[src/rtl/jk_ff_driver.sv]
// jk_ff_driver: FIFO-buffered J/K excitation driver that checks the flip-flop's q two cycles after issue.
// Optional JK_DRIVER_TOGGLE_EN drives state changes as toggles (j=k=1) instead of set/reset.
module jk_ff_driver #(
    parameter int DEPTH = 8,
    parameter int CNT_W = 8
) (
    input  logic             clk,
    input  logic             rst,
    input  logic             in_valid,
    input  logic             in_bit,
    output logic             in_ready,
    output logic             j,
    output logic             k,
    input  logic             q_fb,
    output logic             exp_q,
    output logic             busy,
    output logic             err,
    output logic [CNT_W-1:0] err_cnt
);
    localparam int AW = $clog2(DEPTH);
    logic [DEPTH-1:0] mem_q;
    logic [AW:0] wr_q, rd_q;
    logic j_q, k_q, j_d, k_d, exp_q_q, v1_q, e1_q, v2_q, e2_q, err_q;
    logic [CNT_W-1:0] cnt_q;
    logic empty, full, push, pop, t, mis;
    assign empty    = wr_q == rd_q;
    assign full     = (wr_q[AW] != rd_q[AW]) && (wr_q[AW-1:0] == rd_q[AW-1:0]);
    assign push     = in_valid && !full;
    assign pop      = !empty;
    assign t        = mem_q[rd_q[AW-1:0]];
    assign mis      = v2_q && (q_fb != e2_q);
    assign in_ready = !full;
    assign j        = j_q;
    assign k        = k_q;
    assign exp_q    = exp_q_q;
    assign busy     = !empty || v1_q || v2_q;
    assign err      = err_q;
    assign err_cnt  = cnt_q;
    always_comb begin
`ifdef JK_DRIVER_TOGGLE_EN
        j_d = pop && (exp_q_q != t);
        k_d = pop && (exp_q_q != t);
`else
        j_d = pop && !exp_q_q && t;
        k_d = pop && exp_q_q && !t;
`endif
    end
    always_ff @(posedge clk) begin
        if (push) mem_q[wr_q[AW-1:0]] <= in_bit;
    end
    always_ff @(posedge clk) begin
        if (rst) begin
            wr_q    <= '0;
            rd_q    <= '0;
            j_q     <= 1'b0;
            k_q     <= 1'b0;
            exp_q_q <= 1'b0;
            v1_q    <= 1'b0;
            e1_q    <= 1'b0;
            v2_q    <= 1'b0;
            e2_q    <= 1'b0;
            err_q   <= 1'b0;
            cnt_q   <= '0;
        end else begin
            if (push) wr_q <= wr_q + 1'b1;
            if (pop) rd_q <= rd_q + 1'b1;
            if (pop) exp_q_q <= t;
            j_q  <= j_d;
            k_q  <= k_d;
            v1_q <= pop;
            e1_q <= t;
            v2_q <= v1_q;
            e2_q <= e1_q;
            // Sticky flag plus saturating mismatch counter
            if (mis) err_q <= 1'b1;
            if (mis && !(&cnt_q)) cnt_q <= cnt_q + 1'b1;
        end
    end
endmodule

[config.mk]
export PLATFORM = sky130hd
export DESIGN_NAME = jk_ff_driver
export DESIGN_NICKNAME = d
export VERILOG_FILES = /design/src/rtl/jk_ff_driver.sv
export SDC_FILE = /design/constraint.sdc
export NUM_CORES = 1
export LEC_CHECK = 0
export CORE_UTILIZATION = 48
export DETAILED_ROUTE_END_ITERATION = 7
export GPL_ROUTABILITY_DRIVEN = 0
export PLACE_DENSITY_LB_ADDON = 0.12
export SLEW_MARGIN = 20
export SYNTH_ARGS = -nofsm -noshare
export SYNTH_HDL_FRONTEND = slang
export SYNTH_SLANG_ARGS = --single-unit
export TNS_END_PERCENT = 50
[constraint.sdc]
create_clock -name clk -period 1.5 [get_ports clk]
set_input_delay 0.3 -clock clk [delete_from_list [all_inputs] [get_ports clk]]
set_output_delay 0.3 -clock clk [all_outputs]
set_load 0.01 [all_outputs]
Word level (Yosys, flattened, before mapping)
Cells that the tools add are included.
{"block": "classes", "reduce_logical": 17, "eq_ne": 4, "n_mul": 0, "n_mux": 5, "bitwise_logic": 0, "n_div": 0, "n_shift": 0, "n_lt_le_gt_ge": 3, "addsub": 3}
{"operator": "$logic_and A1 B1 Y1", "count": 9}
{"operator": "$add A4 B1 Y4 const B", "count": 2}
{"operator": "$add A8 B1 Y8 const B", "count": 1}
{"operator": "$bwmux W8", "count": 1}
{"operator": "$lt A3 B4 Y1 const B", "count": 2}
{"operator": "$reduce_and A8 Y1", "count": 1}
{"operator": "$logic_not A1 Y1", "count": 5}
{"operator": "$eq A4 B4 Y1", "count": 1}
{"operator": "$bmux W1 S3", "count": 1}
{"operator": "$demux W1 S3", "count": 1}
{"operator": "$eq A3 B3 Y1", "count": 1}
{"operator": "$ge A3 B1 Y1 const B", "count": 1}
{"operator": "$logic_or A1 B1 Y1", "count": 2}
{"operator": "$mux W1", "count": 2}
{"operator": "$ne A1 B1 Y1", "count": 2}
{"block": "word_totals", "reg_bits": 32, "mem_count": 0, "input_bits": 5, "latchBits": 0, "wordCells": 44, "rom_bits": 0, "mem_bits_rw": 0, "output_inout_bits": 14}

Longest topological paths before layout
Gate-level depths: netlist of the first run.
{"block": "depth", "word_depth": 5, "depth_mapped": 6, "ltp_nobuf": 5}

Worst setup path before layout of the first run
Ideal clock, no wire load.
{"block": "synth_path", "path_type": "reg2reg", "from": "register rd_q[0]", "to": "register wr_q[3]", "path_slack_ns": -0.035, "arrival_time_ns": 1.414, "synth_period_minus_slack_ns": 1.535, "t_required_ns": 1.379, "setup_time_ns": 0.121, "path_buffers": 1, "stages_incl_launch_ff": 6, "cell_sequence": "dfxtp_1 -> buf_2 -> xnor2_1 -> a41o_1 -> nor3_2 -> mux2_2"}
{"block": "synth_between", "elab_chain_cells": 4}
{"item": "start, declared", "line_no": "22", "rtl": "logic [AW:0] wr_q, rd_q;"}
{"item": "start signal, assigned", "line_no": "66", "rtl": "if (pop) rd_q <= rd_q + 1'b1;"}
{"item": "$eq A3 B3 Y1", "line_no": "27", "rtl": "assign full = (wr_q[AW] != rd_q[AW]) && (wr_q[AW-1:0] == rd_q[AW-1:0]);"}
{"item": "$logic_and A1 B1 Y1", "line_no": "27"}
{"item": "$logic_not A1 Y1", "line_no": "28", "rtl": "assign push = in_valid && !full;"}
{"item": "$logic_and A1 B1 Y1", "line_no": "28"}
{"item": "end signal, assigned", "line_no": "65", "rtl": "if (push) wr_q <= wr_q + 1'b1;"}
{"item": "end, declared", "line_no": "22"}
No other way between the ends.
A chain may end at the register's enable or synchronous reset.

Worst setup path after layout of the first run
{"block": "layout_path", "from": "register wr_q[3]", "to": "output busy"}
{"block": "layout_between", "elab_chain_cells": 4}
{"item": "$eq A4 B4 Y1", "line_no": "26", "rtl": "assign empty = wr_q == rd_q;"}
{"item": "$logic_not A1 Y1", "line_no": "36", "rtl": "assign busy = !empty || v1_q || v2_q;"}
{"item": "$logic_or A1 B1 Y1 (2 in a row)", "line_no": "36"}
{"item": "end, declared", "line_no": "16", "rtl": "output logic busy,"}
No other way between the ends.

==> reports/qor.csv, run 1 <==
stage,metric,value,unit
cells_and_area,Layout area overhead,43.3,%
grt,largest net degree at the start of global routing,27,
setup_path,critical path arrival,1.37,ns
setup_path,"reg-to-reg slack, setup",-0.15,ns
timing,RSZ-0062 raised after global routing,true,
routing,Final ANT Viol Nets,0,
timing,period utilization,1.11,
cells_and_area,Nets,191,
cts,cts hold-fix bufs,0,
setup_path,CP Cell Sequence,xor2_2 -> and4b_2 -> nand2_1 -> buf_2,
grt,GRT Residual Overflow,0,
synthesis,syn nets,145,
outcome,failing checks,setup timing,
cells_and_area,"commonest cells after routing, fill and taps aside","22 x buf_4, 15 x nor2_1, 13 x dfxtp_1",
cts,Worst-Skew Late Latency,0.35,ns
cts,CTS Buffer Depth,2,
setup_path,crit path buf inv count,1,
routing,Via Count,1210,
cts,root buffer cell,clkbuf_4,
power_and_ir_drop,Psw,0.783,mW
setup_path,Crit path max-delay family,simple AND/OR/NAND/NOR gates,
synthesis,Ys Warns,0,
timing,Fin Setup TNS,-0.734,ns
outcome,status,"finished, violations left",
synthesis,Mapped Cells,137,
power_and_ir_drop,Leak,0.854,nW
power_and_ir_drop,sw frac,0.309,
cts,CTS buffer count,5,
routing,total wire length after detailed routing,3280,um
timing,Max Slew Vio Count,0,
die,die area,0.00314,mm^2
placed_design,HPWL reported at the end of detailed placement,2110,um
timing,Least-Margin Pin Slew,0.309,ns
die,Vert. Die Dim,56.1,um
die,Initial Util,0.509,
routing,vias per inst,5.63,
grt,first-pass GRT wire length,5010,um
synthesis,Mapped Area,0.00140,mm^2
cts,"CTS clk-pin slew, worst paths",0.11,ns
routing,DR pass1 iterations,4,
timing,# setup viols final,10,
job,max_cap viols,0,
power_and_ir_drop,worst-case vdd ir drop,1.06,mV
grt,Total GRT Usage,0.212,
setup_path,RR Endpoint,rd_q[3],
routing,Initial DRC Count,54,
power_and_ir_drop,Clock Power Share,0.230,
power_and_ir_drop,Gate power share,0.351,
setup_path,Worst Setup Start Kind,flop,
setup_path,type of element capturing the critical path,output pin,
synthesis,Seq cells post-synth,32,
power_and_ir_drop,Int Power,1.75,mW
cts,clock sinks,32,
setup_path,critical path's slowest cell,dfxtp_2,
grt,via count of the first global-routing pass,1137,
power_and_ir_drop,pwr/cell area,1260,mW/mm^2
synthesis,Synth area leaders,"dfxtp_1 34%, edfxtp_1 17%, nor2_1 4.3%",
setup_path,Critical Path RT,1.20,ns
timing,worst rel slew slack,0.792,
power_and_ir_drop,sequential share of power,0.419,
setup_path,Worst Path Max Fanout,2,
cts,CTS tree,done,
synthesis,"Distinct cells, synth",37,
cts,H-tree depth,2,
timing,maximum clock rate,599,MHz
die,# IOs,19,
grt,initial antenna violation count,0,
worst_hold_path,Hold/Removal Path Class,reg -> reg,
timing,clk_skew,0.00927,ns
setup_path,Worst Reg-to-Reg Cells,6,
cells_and_area,"commonest non-fill, non-tap cell in the layout",buf_4,
die,core area,0.00276,mm^2
cells_and_area,final instance area,0.00201,mm^2
routing,# DRC,0,
placed_design,I/O Buffers,18,
setup_path,r2r startpoint,rd_q[3],
cells_and_area,fillers,206,
synthesis,sequential area share after synthesis,0.513,
synthesis,syn_area_per_cell,10.2,um^2
worst_hold_path,hold depth,1,
placed_design,Area after DPL,0.00178,mm^2
die,# rows,19,
synthesis,Synth top area share,0.342,
die,die width,56.1,um
timing,min Tclk post-route,1.67,ns
timing,Hold Fails Final Rpt,0,
placed_design,DP Worst Slack,-0.364,ns
timing,WHS,0.448,ns
setup_path,critical path class,reg -> out,
cells_and_area,layout cells sized above 1,0.375,
setup_path,Crit path largest cell delay,0.35,ns
cells_and_area,n_diodes,0,
synthesis,largest area contributor in the netlist,dfxtp_1,
timing,Final WS setup,-0.169,ns
routing,WL/cell,15.3,um
worst_hold_path,origin of the worst min-delay path,e1_q,
worst_hold_path,WHS Endpoint,e2_q,
-- stage by stage --
stage	instances	total power, mW	util
after floorplan	137	1.47	-
after global placement	203	1.77	0.644
after detailed placement	203	1.80	0.644
after CTS	213	2.38	0.698
after global routing	215	2.66	0.730
final	215	2.53	0.730
-- cells in the mapped netlist --
master / number
and4b_1: 1
a21o_1: 1
nand2b_1: 1
and3_1: 2
nor3_2: 1
nor2b_1: 4
nand2_1: 4
nand3b_1: 1
mux2_2: 2
o21ai_0: 3
xor2_1: 4
xnor2_1: 3
a41o_1: 1
clkbuf_2: 1
and4_1: 2
inv_1: 6
or3_1: 5
mux4_2: 2
buf_6: 1
o31ai_1: 3
buf_2: 1
or2b_1: 1
edfxtp_1: 8
nor3_1: 2
a21boi_0: 1
a311oi_1: 1
nor2_1: 16
nand3_1: 7
a21oi_1: 11
o211ai_1: 1
mux2i_1: 4
ha_1: 3
dfxtp_1: 24
o31a_1: 1
nor4_1: 1
clkbuf_1: 3
nand4_1: 4
-- state kept, by name, indices dropped and copies added (netlist names) --
register and count:
e1_q 1, e2_q 1, err 1, err_cnt 8, exp_q 1, j 1
k 1, mem_q 8, rd_q 4, v1_q 1, v2_q 1, wr_q 4
-- logic make-up (layout without fill, tap and decap cells) --
kind of cell,after synthesis,in the layout,share of synthesized area
compound gates,23,23,0.102
xor+xnor,7,7,0.0437
fa+ha+maj,3,3,0.0267
buf+inv,12,59,0.0392
flops,32,32,0.513
mux,8,8,0.0766
simple gates,52,52,0.199
-- layout make-up --
type                            count  area [um^2]  share of cell area
Multi-Input combinational cell     93          749               0.373
Sequential cell                    32          739               0.368
Timing Repair Buffer               45          393               0.195
Clock buffer                        8         68.8              0.0342
Tap cell                           31         38.8              0.0193
Inverter                            6         22.5              0.0112
-- worst max path at each step --
stage,start,endpoint,slack (ns),cells past startpoint
after floorplan,wr_q[2],wr_q[3],0.03,5
after global placement,q_fb,err_cnt[7],-0.29,5
after detailed placement,q_fb,err_cnt[4],-0.36,5
after CTS,wr_q[3],busy,-0.15,4
after global routing,wr_q[3],busy,-0.21,4
final,wr_q[3],busy,-0.17,4
-- per-layer routing --
| layer | part of all wire | vias up | global-route usage |
|---|---|---|---|
| li1 | - | 588 | - |
| met1 | 0.40 | 582 | 0.233 |
| met2 | 0.55 | 32 | 0.367 |
| met3 | 0.039 | 8 | 0.0744 |
| met4 | 0.015 | 0 | 0.0941 |
| met5 | 0 | - | 0 |
-- what timing repair did --
item / 4_1_cts / 5_1_grt
endpoints found under the setup margin: 26 / 14
setup buffers: 2 / 2
pin swaps: 9 / 4
gates resized for setup: 43 / 16
-- power groups by stage --
stage | logic (mW) | clock network [mW] | registers (mW)
after global placement | 0.707 | 0 | 1.06
final | 0.889 | 0.581 | 1.06
after global routing | 0.962 | 0.628 | 1.07
after CTS | 0.737 | 0.581 | 1.06
after floorplan | 0.389 | 0 | 1.08
after detailed placement | 0.733 | 0 | 1.06
-- worst reg2reg max path, stage by stage (launching register included) --
cell	delay, ns
dfxtp_2	0.37
xor2_2	0.19
and4b_2	0.27
buf_4	0.14
buf_8	0.12
or3_4	0.36
a21oi_2	0.13
No activity file was read; power rests on OpenSTA's default activity.
==> run 2: changes to the inputs <==
--- a/config.mk
+++ b/config.mk
@@ -5,10 +5,11 @@
 export SDC_FILE = /design/constraint.sdc
 export NUM_CORES = 1
 export LEC_CHECK = 0
+export CAP_MARGIN = 20
 export CORE_UTILIZATION = 48
 export DETAILED_ROUTE_END_ITERATION = 7
 export GPL_ROUTABILITY_DRIVEN = 0
-export PLACE_DENSITY_LB_ADDON = 0.12
+export PLACE_DENSITY_LB_ADDON = 0.05
 export SLEW_MARGIN = 20
 export SYNTH_ARGS = -nofsm -noshare
 export SYNTH_HDL_FRONTEND = slang
==> run 2 against run 1 <==
Net effect:
- largest cell class is now registers
- the run still ends with setup timing left
- highest routed layer unchanged
- clock skew is essentially flat
- register-to-register slack gained 0.06 ns
- sequential power is essentially flat
==> reports/qor.csv, run 2 (synthesis results as in run 1) <==
stage,metric,value,unit,change
outcome,status,"finished, violations left",,
outcome,failing checks,setup timing,,
cells_and_area,area of the multi-input gates,693,um^2,-7.5%
placed_design,HPWL reported at the end of detailed placement,2020,um,-4.4%
timing,maximum clock rate,611,MHz,+2.1%
setup_path,critical path class,reg -> out,,
setup_path,critical path arrival,1.34,ns,-0.03 ns
cells_and_area,n_diodes,0,,unchanged
worst_hold_path,Hold/Removal Path Class,reg -> reg,,
cts,"CTS clk-pin slew, worst paths",0.09,ns,-0.02 ns
cells_and_area,Nets,196,,+2.6%
setup_path,Worst Path Max Fanout,2,,unchanged
die,Vert. Die Dim,56.1,um,unchanged
routing,WL/cell,13.4,um,-12%
cells_and_area,"commonest non-fill, non-tap cell in the layout",buf_4,,
routing,DR pass1 iterations,4,,unchanged
setup_path,Crit path largest cell delay,0.37,ns,+0.02 ns
grt,GRT Residual Overflow,0,,unchanged
grt,via count of the first global-routing pass,1105,,-2.8%
placed_design,I/O Buffers,18,,unchanged
timing,Max Slew Vio Count,0,,unchanged
cts,CTS buffer count,5,,unchanged
routing,# DRC,0,,unchanged
timing,clk_skew,0.00975,ns,+0.000473 ns
timing,period utilization,1.09,,-0.0224
setup_path,Critical Path RT,1.20,ns,about the same
die,die area,0.00314,mm^2,unchanged
cts,CTS tree,done,,
routing,total wire length after detailed routing,2920,um,-11%
grt,first-pass GRT wire length,4650,um,-7.2%
cts,Worst-Skew Late Latency,0.33,ns,-0.02 ns
die,core area,0.00276,mm^2,unchanged
cells_and_area,fillers,209,,+1.5%
cells_and_area,Layout area overhead,38.8,%,
timing,RSZ-0062 raised after global routing,true,,
timing,Least-Margin Pin Slew,0.297,ns,-0.0114 ns
cts,root buffer cell,clkbuf_4,,
cts,H-tree depth,2,,unchanged
timing,Hold Fails Final Rpt,0,,unchanged
cts,CTS Buffer Depth,2,,unchanged
routing,Final ANT Viol Nets,0,,unchanged
grt,Total GRT Usage,0.201,,-0.0113
setup_path,Worst Reg-to-Reg Cells,6,,unchanged
power_and_ir_drop,Leak,0.862,nW,+0.94%
grt,largest net degree at the start of global routing,16,,-41%
worst_hold_path,hold depth,1,,unchanged
power_and_ir_drop,total power,2.39,mW,-5.5%
routing,Via Count,1184,,-2.1%
setup_path,type of element capturing the critical path,output pin,,
cells_and_area,"commonest cells after routing, fill and taps aside","28 x buf_4, 15 x nor2_1, 15 x dfxtp_1",,
cells_and_area,layout cells sized above 1,0.337,,-0.0381
job,max_cap viols,0,,unchanged
die,Initial Util,0.509,,unchanged
timing,# setup viols final,9,,-1
timing,worst rel slew slack,0.801,,+0.00889
cells_and_area,storage element area,734,um^2,-0.68%
setup_path,CP Cell Sequence,xnor2_2 -> and4b_2 -> nand2_1 -> buf_2,,
routing,vias per inst,5.43,,-3.5%
cts,clock sinks,32,,unchanged
cells_and_area,Finished Core Util,0.706,,-0.0231
cells_and_area,Non-Filler Instances,218,,+1.4%
timing,min Tclk post-route,1.64,ns,-0.0336 ns
setup_path,Worst Setup Start Kind,flop,,
grt,initial antenna violation count,0,,unchanged
placed_design,Placed Cells,206,,+1.5%
setup_path,CP Launch Point,rd_q[0],,
worst_hold_path,origin of the worst min-delay path,e1_q,,
setup_path,r2r startpoint,rd_q[3],,
timing,Final WS setup,-0.136,ns,+0.0336 ns
setup_path,critical path's slowest cell,dfxtp_4,,
die,# IOs,19,,unchanged
placed_design,DP Worst Slack,-0.358,ns,+0.00613 ns
die,# rows,19,,unchanged
routing,Initial DRC Count,48,,-11%
die,die width,56.1,um,unchanged
power_and_ir_drop,pwr/cell area,1230,mW/mm^2,-2.4%
power_and_ir_drop,worst-case vdd ir drop,1.25,mV,+19%
==> run 2: cell types whose count changed in the layout (fill, tap and decap cells not counted), sizes merged <==
cell | before | now
dlygate4sd2 | 11 | 10
dlymetal6s2s | 1 | 2
buf | 29 | 34
clkbuf | 8 | 6
==> run 2: area by class of cell <==
class | instances | area share
flip-flops and latches | 32 | 0.377
multi-input cells | 93 | 0.356
repair buffers | 50 | 0.215
clock buffers | 6 | 0.0212
well taps | 31 | 0.0199
inverters | 6 | 0.0116
==> run 2: timing repair <==
action / in CTS / in global routing
gates cloned: 0 / 0
hold buffers: 0 / 0
setup endpoints to repair: 24 / 17
gates resized for setup: 36 / 11
pin swaps: 12 / 5
buffers inserted: 4 / 5
==> run 2: critical path: cells and delay by family (launching register included) <==
| family | cells | cell delay (ns) |
|---|---|---|
| and+or+nand+nor | 2 | 0.33 |
| xor gates and xnor gates | 1 | 0.19 |
| buffers and inverters | 1 | 0.13 |
| DFF | 1 | 0.37 |
==> run 2: per-stage QoR <==
| step | hold WS (ns) | TNS [ns] | cell area, um^2 |
|---|---|---|---|
| after global routing | 0.480 | -1.57 | 1950 |
| after detailed placement | 0.441 | -3.33 | 1790 |
| after global placement | 0.416 | -2.57 | 1790 |
| final | 0.451 | -0.496 | 1950 |
| after floorplan | 0.399 | 0 | 1400 |
| after CTS | 0.456 | -0.534 | 1880 |
==> run 2: metal layers <==
layer	routed length, um	GRT usage
met1	1230	0.200
met2	1520	0.349
met3	112	0.0767
met4	67	0.125
met5	0	0
==> run 2: final timing paths <==
path | to | slack, ns
max | busy | -0.14
min | e2_q | 0.45
max reg2reg | rd_q[3] | -0.09
min reg2reg | e2_q | 0.45
==> run 2: power by group <==
part           internal (mW)  switching, mW  total (mW)
Combinational          0.501          0.385       0.886
Clock                  0.166          0.278       0.444
Sequential             0.991         0.0699        1.06
